$ cat src/rtl/encoder_83_irq.sv
// 8-to-3 priority encoder with sticky request capture, per-bit masking and a
// valid/ready output handshake; cascade pins follow 74x148 conventions.
module encoder_83_irq #(
    parameter bit         EDGE_MODE  = 1'b0,
    parameter logic [7:0] MASK_RESET = 8'h00
) (
    input  logic       clk,
    input  logic       rst,
    input  logic       EI_n,
    input  logic [7:0] I_n,
    input  logic       mask_we,
    input  logic [7:0] mask_wdata,
    input  logic       rdy,
    output logic       vld,
    output logic [2:0] A_n,
    output logic       GS_n,
    output logic       EO_n,
    output logic [7:0] pend
);

    logic [7:0] mask;
    logic [7:0] prev_n;
    logic [7:0] set;
    logic [7:0] clr;
    logic [7:0] elig;
    logic [2:0] code;
    logic [2:0] sel;
    logic       any;

    always_comb begin
        set = '0;
        if (!EI_n) set = EDGE_MODE ? (~I_n & prev_n) : ~I_n;
    end

    always_comb begin
        clr = '0;
        if (vld && rdy) clr[code] = 1'b1;
    end

    // The bit being served this edge is excluded so it cannot be re-presented
    // back-to-back even if a fresh set lands on it.
    assign elig = pend & ~clr & ~mask;
    assign any  = |elig;

    always_comb begin
        sel = '0;
        for (int k = 0; k < 8; k++)
            if (elig[k]) sel = 3'(k);
    end

    always_ff @(posedge clk) begin
        if (rst) begin
            pend   <= '0;
            mask   <= MASK_RESET;
            prev_n <= 8'hFF;
            vld    <= 1'b0;
            code   <= '0;
            EO_n   <= 1'b1;
        end else begin
            pend   <= (pend & ~clr) | set;
            prev_n <= I_n;
            if (mask_we) mask <= mask_wdata;
            if (EI_n) begin
                vld  <= 1'b0;
                code <= '0;
                EO_n <= 1'b1;
            end else if (!(vld && !rdy)) begin
                // A presented but unaccepted code is held, never preempted.
                vld  <= any;
                code <= sel;
                EO_n <= any;
            end
        end
    end

    assign A_n  = ~code;
    assign GS_n = ~vld;

endmodule

$ cat config.mk
export PLATFORM = sky130hd
export DESIGN_NAME = encoder_83_irq
export DESIGN_NICKNAME = d
export VERILOG_FILES = /design/src/rtl/encoder_83_irq.sv
export SDC_FILE = /design/constraint.sdc
export NUM_CORES = 1
export LEC_CHECK = 0
export CORE_UTILIZATION = 45
export CTS_BUF_LIST = sky130_fd_sc_hd__clkbuf_2
export DETAILED_ROUTE_END_ITERATION = 7
export PLACE_DENSITY = 0.81
export RECOVER_POWER = 100
export SLEW_MARGIN = 20
export SYNTH_ARGS = -nofsm -noshare
export SYNTH_HDL_FRONTEND = slang
export SYNTH_SLANG_ARGS = --single-unit
$ cat constraint.sdc
create_clock -name clk -period 1.9 [get_ports clk]
set_input_delay 0.19 -clock clk [delete_from_list [all_inputs] [get_ports clk]]
set_output_delay 0.19 -clock clk [all_outputs]
set_load 0.02 [all_outputs]
==> results.sh, run 1 <==
export IMPL_status="completed"
export IMPL_seq_area_frac_synth=0.448
export IMPL_hold_path_startpoint="mask_wdata[0]"
export IMPL_finalCritPeriodShare=0.885
export IMPL_cellLeakagePower_nw=0.531
export IMPL_holdCritPathClass="in -> reg"
export IMPL_syn_to_final_growth_pct=42.1
export IMPL_ctsResizeCount=0
export IMPL_worst_setup_path_type="reg -> reg"
export IMPL_finalHoldViolations=0
export IMPL_post_synth_xor_area_fraction=0
export IMPL_min_delay_worst_endpoint="mask[0]"
export IMPL_post_synth_net_total=122
export IMPL_crit_arrival_ns=1.90
export IMPL_synth_compound_gate_area_share=0.203
export IMPL_grt_overflow_total=0
export IMPL_critical_path_startpoint_type="flip-flop"
export IMPL_r2r_start="vld"
export IMPL_grt_max_degree=18
export IMPL_worst_r2r_setup_slack_ns=0.22
export IMPL_drt_total_wl_mm=2.13
export IMPL_reg2reg_depth=5
export IMPL_postCtsHoldBufs=0
export IMPL_place_congestion=0.838
export IMPL_fmax_mhz=595
export IMPL_whs_path_depth=3
export IMPL_cp_top_family="simple AND/OR/NAND/NOR gates"
export IMPL_grt_pass1_wl_mm=3.55
export IMPL_yosys_most_used_dff="sky130_fd_sc_hd__dfxtp_1"
export IMPL_grt_antenna_before_repair=0
export IMPL_clock_latency_ns=0.31
export IMPL_synthSimpleGateAreaFrac=0.228
export IMPL_synth_edff_count=0
export IMPL_rr_endpoint="EO_n"
export IMPL_postRouteAntennaNets=0
export IMPL_post_cts_setup_inserts=0
export IMPL_numCtsBuffers=3
export IMPL_initial_util=0.478
export IMPL_nets=161
export IMPL_num_antenna_cells=0
export IMPL_vias=855
export IMPL_worst_pin_slew_ns=0.467
export IMPL_clock_sinks=21
export IMPL_synth_area_per_cell_um2=9.29
export IMPL_cp_depth=5
export IMPL_detail_route_iter0_violations=27
export IMPL_postSynthRegisterBits=21
export IMPL_detail_route_vias_per_cell=5.15
export IMPL_number_of_placed_i_o_pins=35
export IMPL_syn_area_um2=938
export IMPL_grt_usage=0.225
export IMPL_yosys_warnings=0
export IMPL_max_stage_delay_ns=0.43
export IMPL_post_drt_wl_per_cell_um=12.8
export IMPL_die_area_um2=2270
export IMPL_max_cap_viol_count=0
export IMPL_drt_pre_antenna_iters=4
export IMPL_async_flop_share=0
export IMPL_crit_required_ns=2.12
export IMPL_grt_setup_unrepaired="false"
export IMPL_netlist_cell_type_count=28
export IMPL_combinational_family_with_the_most_area_after_synthesis="simple AND/OR/NAND/NOR gates"
export IMPL_final_setup_skew_ns=0.00533
export IMPL_cts_max_level=1
export IMPL_clk_root_buffer_cell="sky130_fd_sc_hd__clkbuf_2"
export IMPL_first_global_vias=827
export IMPL_post_route_cells_drive_above_1_share=0.173
export IMPL_power_density_cell_area_nw_per_um2=668
export IMPL_core_rowCount=16
export IMPL_critical_path_max_fanout=7
export IMPL_filler_cell_count=181
export IMPL_place_port_buffers=34
export IMPL_cts_tree="done"
export IMPL_slew_headroom=0.688
export IMPL_detailed_placement_wirelength_estimate_mm=1.65
export IMPL_clock_tree_buffer_depth=2
export IMPL_die_width_um=47.7
export IMPL_clk_transition_reported_paths_ns=0.18
export IMPL_path_cells="nand3_2, o21ai_0, nand3_2, nor4_2, o21ai_0"
export IMPL_totalNegativeSetupSlack_ns=0
export IMPL_vdd_ir_drop_max_mv=0.458
export IMPL_synthAdderAreaFrac=0
export IMPL_final_max_slew_violation_count=0
export IMPL_final_hold_worst_slack_ns=0.470
export IMPL_drcViolationCount=0
export IMPL_shortest_period_the_worst_path_allows_ns=1.68
export IMPL_crit_path_top_delay_cell="sky130_fd_sc_hd__dfxtp_1"
export IMPL_post_synth_mux_area_share=0.0853
export IMPL_setup_worst_path_end_class="flip-flop"
export IMPL_critical_path_n_buffers_inverters=0
export IMPL_fp_dieH_um=47.7
export IMPL_synthCells=101
export IMPL_core_area_um2=1960
export IMPL_final_setup_viol_count=0
==> placed cells by master (no fill, tap or decap), types with 4 or more instances in the layout <==
cell type                         Yosys  routed
sky130_fd_sc_hd__a21oi_1              9       9
sky130_fd_sc_hd__clkbuf_2             0       4
sky130_fd_sc_hd__clkdlybuf4s50_1      0      21
sky130_fd_sc_hd__dfxtp_1             21      21
sky130_fd_sc_hd__dlygate4sd3_1        0      13
sky130_fd_sc_hd__inv_1                4       4
sky130_fd_sc_hd__mux2i_1              8       8
sky130_fd_sc_hd__nor2_1              11      11
sky130_fd_sc_hd__nor2b_1              4       4
sky130_fd_sc_hd__o21ai_0              6       9
sky130_fd_sc_hd__or2_2                8       8
==> stage by stage <==
stage               setup WS [ns]  total power (W)  utilization  cells  area, um^2
floorplan                   0.369         0.000618            -    101         938
global placement            0.101         0.000721        0.671    162        1320
detailed placement         0.0169         0.000726        0.671    162        1320
CTS                         0.234         0.000907        0.681    166        1340
global route               0.0656         0.000947        0.680    166        1330
finish                      0.218         0.000890        0.680    166        1330
==> final cells by class <==
class	instances	area (um^2)	share of cell area
Sequential cell	21	420	0.315
Clock buffer	4	20.0	0.0150
Timing Repair Buffer	37	363	0.272
Tap cell	27	33.8	0.0253
Inverter	4	15.0	0.0113
Multi-Input combinational cell	73	482	0.361
==> worst register-to-register path: cells and delay by family, from the launching register on <==
kind / cells / cell delay [ns]
AOI/OAI and AO/OA: 2 / 0.46
DFF: 1 / 0.43
and+or+nand+nor: 3 / 0.69
==> flip-flops by register name, summed over array words and instances (netlist names) <==
| signal | count |
|---|---|
| pend | 8 |
| code | 3 |
| mask | 8 |
| EO_n | 1 |
| vld | 1 |
==> Yosys cell counts (all sizes together) (2+ instances only) <==
| master | instances | area, um^2 |
|---|---|---|
| a21oi | 9 | 45.0 |
| clkbuf | 2 | 7.51 |
| dfxtp | 21 | 420 |
| inv | 4 | 15.0 |
| mux2i | 8 | 80.1 |
| nand2 | 2 | 10.0 |
| nand2b | 3 | 21.3 |
| nand3 | 2 | 20.0 |
| nor2 | 11 | 41.3 |
| nor2b | 4 | 25.0 |
| o21ai | 13 | 72.6 |
| o221a | 2 | 22.5 |
| o22ai | 2 | 12.5 |
| o31ai | 2 | 28.8 |
| or2 | 8 | 50.1 |
==> power breakdown <==
group | switching [W] | internal (W) | total, W
clock network | 0.000127 | 0.0000558 | 0.000182
registers | 0.0000253 | 0.000470 | 0.000495
logic | 0.0000984 | 0.000114 | 0.000213
total | 0.000250 | 0.000640 | 0.000890
==> cells by family (layout without fill, tap and decap cells) <==
logic type / Yosys count / count (layout)
mux: 8 / 8
simple gates: 36 / 36
buf+inv: 7 / 45
flops: 21 / 21
compound gates: 29 / 29
==> per-layer routing <==
| layer | wire length (um) | global-route usage | up-vias |
|---|---|---|---|
| met5 | 0 | 0 | - |
| li1 | - | - | 431 |
| met2 | 975 | 0.378 | 40 |
| met1 | 1010 | 0.293 | 381 |
| met4 | 23 | 0.0833 | 0 |
| met3 | 114 | 0.0340 | 3 |
==> worst max path at each step <==
stage                     startpoint  endpoint  slack, ns
after CTS                    code[0]    A_n[0]       0.23
final                            vld      EO_n       0.22
after floorplan                  vld      EO_n       0.37
after detailed placement         rdy      EO_n       0.02
after global placement           rdy      EO_n       0.10
after global routing             vld      EO_n       0.07
(Power assumes the default switching activity.)
==> run 2: changes to the inputs <==
==> constraint.sdc (replaced) <==
create_clock -name clk -period 2.1 [get_ports clk]
set_input_delay 0.21 -clock clk [delete_from_list [all_inputs] [get_ports clk]]
set_output_delay 0.21 -clock clk [all_outputs]
set_load 0.02 [all_outputs]
==> run 2 against run 1 <==
Core utilization decreased by 0.83 points; clock power is 7% lower; sequential cell count did not move; critical endpoint is now A_n[1]; die area stayed put; sequential share of layout area rose by 0.39 points; critical path depth decreased by 3; sequential power shrank 9.5%; total power shrank 9.5%; first-iteration DRC count fell by 7.4%; clock skew up 0.0015 ns; combinational power decreased by 12%; clock-buffer cell count shrank 1.
==> results.sh, run 2 (same netlist as run 1, synthesis figures left out) <==
export IMPL_status="completed"
export IMPL_critical_path_startpoint_type="flip-flop"
export IMPL_number_of_placed_i_o_pins=35
export IMPL_final_seq_area_um2=420
export IMPL_fp_dieH_um=47.7
export IMPL_num_antenna_cells=0
export IMPL_vias=866
export IMPL_crit_arrival_ns=1.59
export IMPL_worst_pin_slew_ns=0.468
export IMPL_power_density_cell_area_nw_per_um2=611
export IMPL_crit_required_ns=1.89
export IMPL_max_stage_delay_ns=0.65
export IMPL_multi_input_combinational_cell_area_um2=477
export IMPL_drt_pre_antenna_iters=4
export IMPL_mostFrequentLayoutCells="sky130_fd_sc_hd__dfxtp_1, sky130_fd_sc_hd__clkdlybuf4s50_1, sky130_fd_sc_hd__dlygate4sd3_1"
export IMPL_die_area_um2=2270
export IMPL_syn_to_final_growth_pct=40.4
export IMPL_detail_route_vias_per_cell=5.25
export IMPL_numCtsBuffers=3
export IMPL_place_congestion=0.838
export IMPL_detailed_placement_wirelength_estimate_mm=1.74
export IMPL_post_route_cells_drive_above_1_share=0.152
export IMPL_vdd_ir_drop_max_mv=0.388
export IMPL_max_cap_viol_count=0
export IMPL_grt_usage=0.214
export IMPL_most_common_library_cell_in_the_layout_ignoring_fill_and_taps="sky130_fd_sc_hd__dfxtp_1"
export IMPL_critical_path_n_buffers_inverters=2
export IMPL_die_width_um=47.7
export IMPL_grt_pass1_wl_mm=3.37
export IMPL_cp_top_family="buffers and inverters"
export IMPL_worst_setup_path_type="reg -> out"
export IMPL_final_max_slew_violation_count=0
export IMPL_place_port_buffers=34
export IMPL_largestRegisters="mask: 8 flops, pend: 8 flops, code: 3 flops"
export IMPL_cp_depth=2
export IMPL_post_drt_wl_per_cell_um=13.4
export IMPL_core_rowCount=16
export IMPL_critical_path_max_fanout=7
export IMPL_first_global_vias=831
export IMPL_reg2reg_depth=5
export IMPL_fmax_mhz=554
export IMPL_postCtsHoldBufs=0
export IMPL_ctsResizeCount=0
export IMPL_detail_route_iter0_violations=25
export IMPL_nets=160
export IMPL_clock_sinks=21
export IMPL_core_area_um2=1960
export IMPL_cts_max_level=1
export IMPL_initial_util=0.478
export IMPL_clock_latency_ns=0.33
export IMPL_setup_worst_path_end_class="output port"
export IMPL_final_hold_worst_slack_ns=0.466
export IMPL_path_cells="inv_1, dlygate4sd3_1"
export IMPL_holdCritPathClass="in -> reg"
export IMPL_clk_transition_reported_paths_ns=0.20
export IMPL_totalNegativeSetupSlack_ns=0
export IMPL_whs_path_depth=3
export IMPL_grt_antenna_before_repair=0
export IMPL_post_cts_setup_inserts=0
export IMPL_crit_path_top_delay_cell="sky130_fd_sc_hd__dlygate4sd3_1"
export IMPL_cts_tree="done"
export IMPL_slew_headroom=0.687
export IMPL_postRouteAntennaNets=0
export IMPL_drcViolationCount=0
export IMPL_final_setup_skew_ns=0.00685
export IMPL_clk_root_buffer_cell="sky130_fd_sc_hd__clkbuf_2"
export IMPL_grt_max_degree=18
export IMPL_grt_overflow_total=0
export IMPL_worst_r2r_setup_slack_ns=0.34
export IMPL_shortest_period_the_worst_path_allows_ns=1.80
export IMPL_finalHoldViolations=0
export IMPL_final_setup_viol_count=0
export IMPL_cellLeakagePower_nw=0.518
export IMPL_clock_tree_buffer_depth=2
export IMPL_drt_total_wl_mm=2.21
export IMPL_filler_cell_count=177
export IMPL_grt_setup_unrepaired="false"
export IMPL_finalCritPeriodShare=0.859
[run 2: cell count changes in the layout (fill, tap and decap cells not counted)]
cell                              before  now
sky130_fd_sc_hd__clkdlybuf4s50_1      21   19
sky130_fd_sc_hd__dlygate4sd3_1        13   15
sky130_fd_sc_hd__buf_4                 2    1
sky130_fd_sc_hd__clkbuf_1              0    1
sky130_fd_sc_hd__clkbuf_2              4    3
sky130_fd_sc_hd__clkbuf_4              1    0
sky130_fd_sc_hd__clkinv_2              0    1
sky130_fd_sc_hd__nand3_1               0    1
sky130_fd_sc_hd__nand3_2               2    1
sky130_fd_sc_hd__o21ai_0               9   10
sky130_fd_sc_hd__o21ai_1               2    1
[run 2: final timing paths]
check,startpoint,end
max,code[1],A_n[1]
min,mask_wdata[0],mask[0]
max reg2reg,code[1],EO_n
min reg2reg,pend[5],pend[5]
[run 2: area by class of cell]
type	count	share of cell area
Clock inverter	1	0.00380
Sequential cell	21	0.319
Tap cell	27	0.0256
Inverter	4	0.0114
Clock buffer	3	0.0114
Timing Repair Buffer	36	0.267
Multi-Input combinational cell	73	0.362
[run 2: report_power, final]
group / internal [W] / total [W] / switching, W
combinational: 0.0000997 / 0.000188 / 0.0000879
clock: 0.0000432 / 0.000170 / 0.000127
sequential: 0.000426 / 0.000448 / 0.0000229
total: 0.000568 / 0.000806 / 0.000237
[run 2: per-layer routing]
metal | up-vias | share of wire | global-route usage
met3 | 7 | 0.044 | 0.0415
met1 | 397 | 0.44 | 0.254
met4 | 0 | 0.026 | 0.0944
met5 | - | 0 | 0
li1 | 428 | - | -
met2 | 34 | 0.48 | 0.375
[run 2: worst reg2reg max path, cell delays in order, from the launching register on]
cell and delay, ns:
sky130_fd_sc_hd__dfxtp_1 0.55, sky130_fd_sc_hd__nand2_1 0.18, sky130_fd_sc_hd__o21ai_0 0.32, sky130_fd_sc_hd__o21ai_0 0.19, sky130_fd_sc_hd__nor4_2 0.28, sky130_fd_sc_hd__o21ai_0 0.13
[run 2: per-stage QoR]
stage	instances	util	setup slack [ns]	cell area (um^2)	total power, W
floorplan	101	-	0.569	938	0.000559
global placement	161	0.667	0.278	1310	0.000650
detailed placement	161	0.667	0.214	1310	0.000656
CTS	165	0.677	0.367	1330	0.000823
global route	165	0.672	0.161	1320	0.000850
finish	165	0.672	0.296	1320	0.000806
==> run 3: changes to the inputs <==
--- a/config.mk
+++ b/config.mk
@@ -8,6 +8,7 @@
 export CORE_UTILIZATION = 45
 export CTS_BUF_LIST = sky130_fd_sc_hd__clkbuf_2
 export DETAILED_ROUTE_END_ITERATION = 7
+export MAX_ROUTING_LAYER = met4
 export PLACE_DENSITY = 0.81
 export RECOVER_POWER = 100
 export SLEW_MARGIN = 20
==> results of run 3 <==
Same layout as run 2: the final DEF is identical, and so are final timing and power.
Among the figures that moved: final weighted congestion in routability-driven placement 0.838 -> 0.851; overall routing resource usage 0.214 -> 0.221
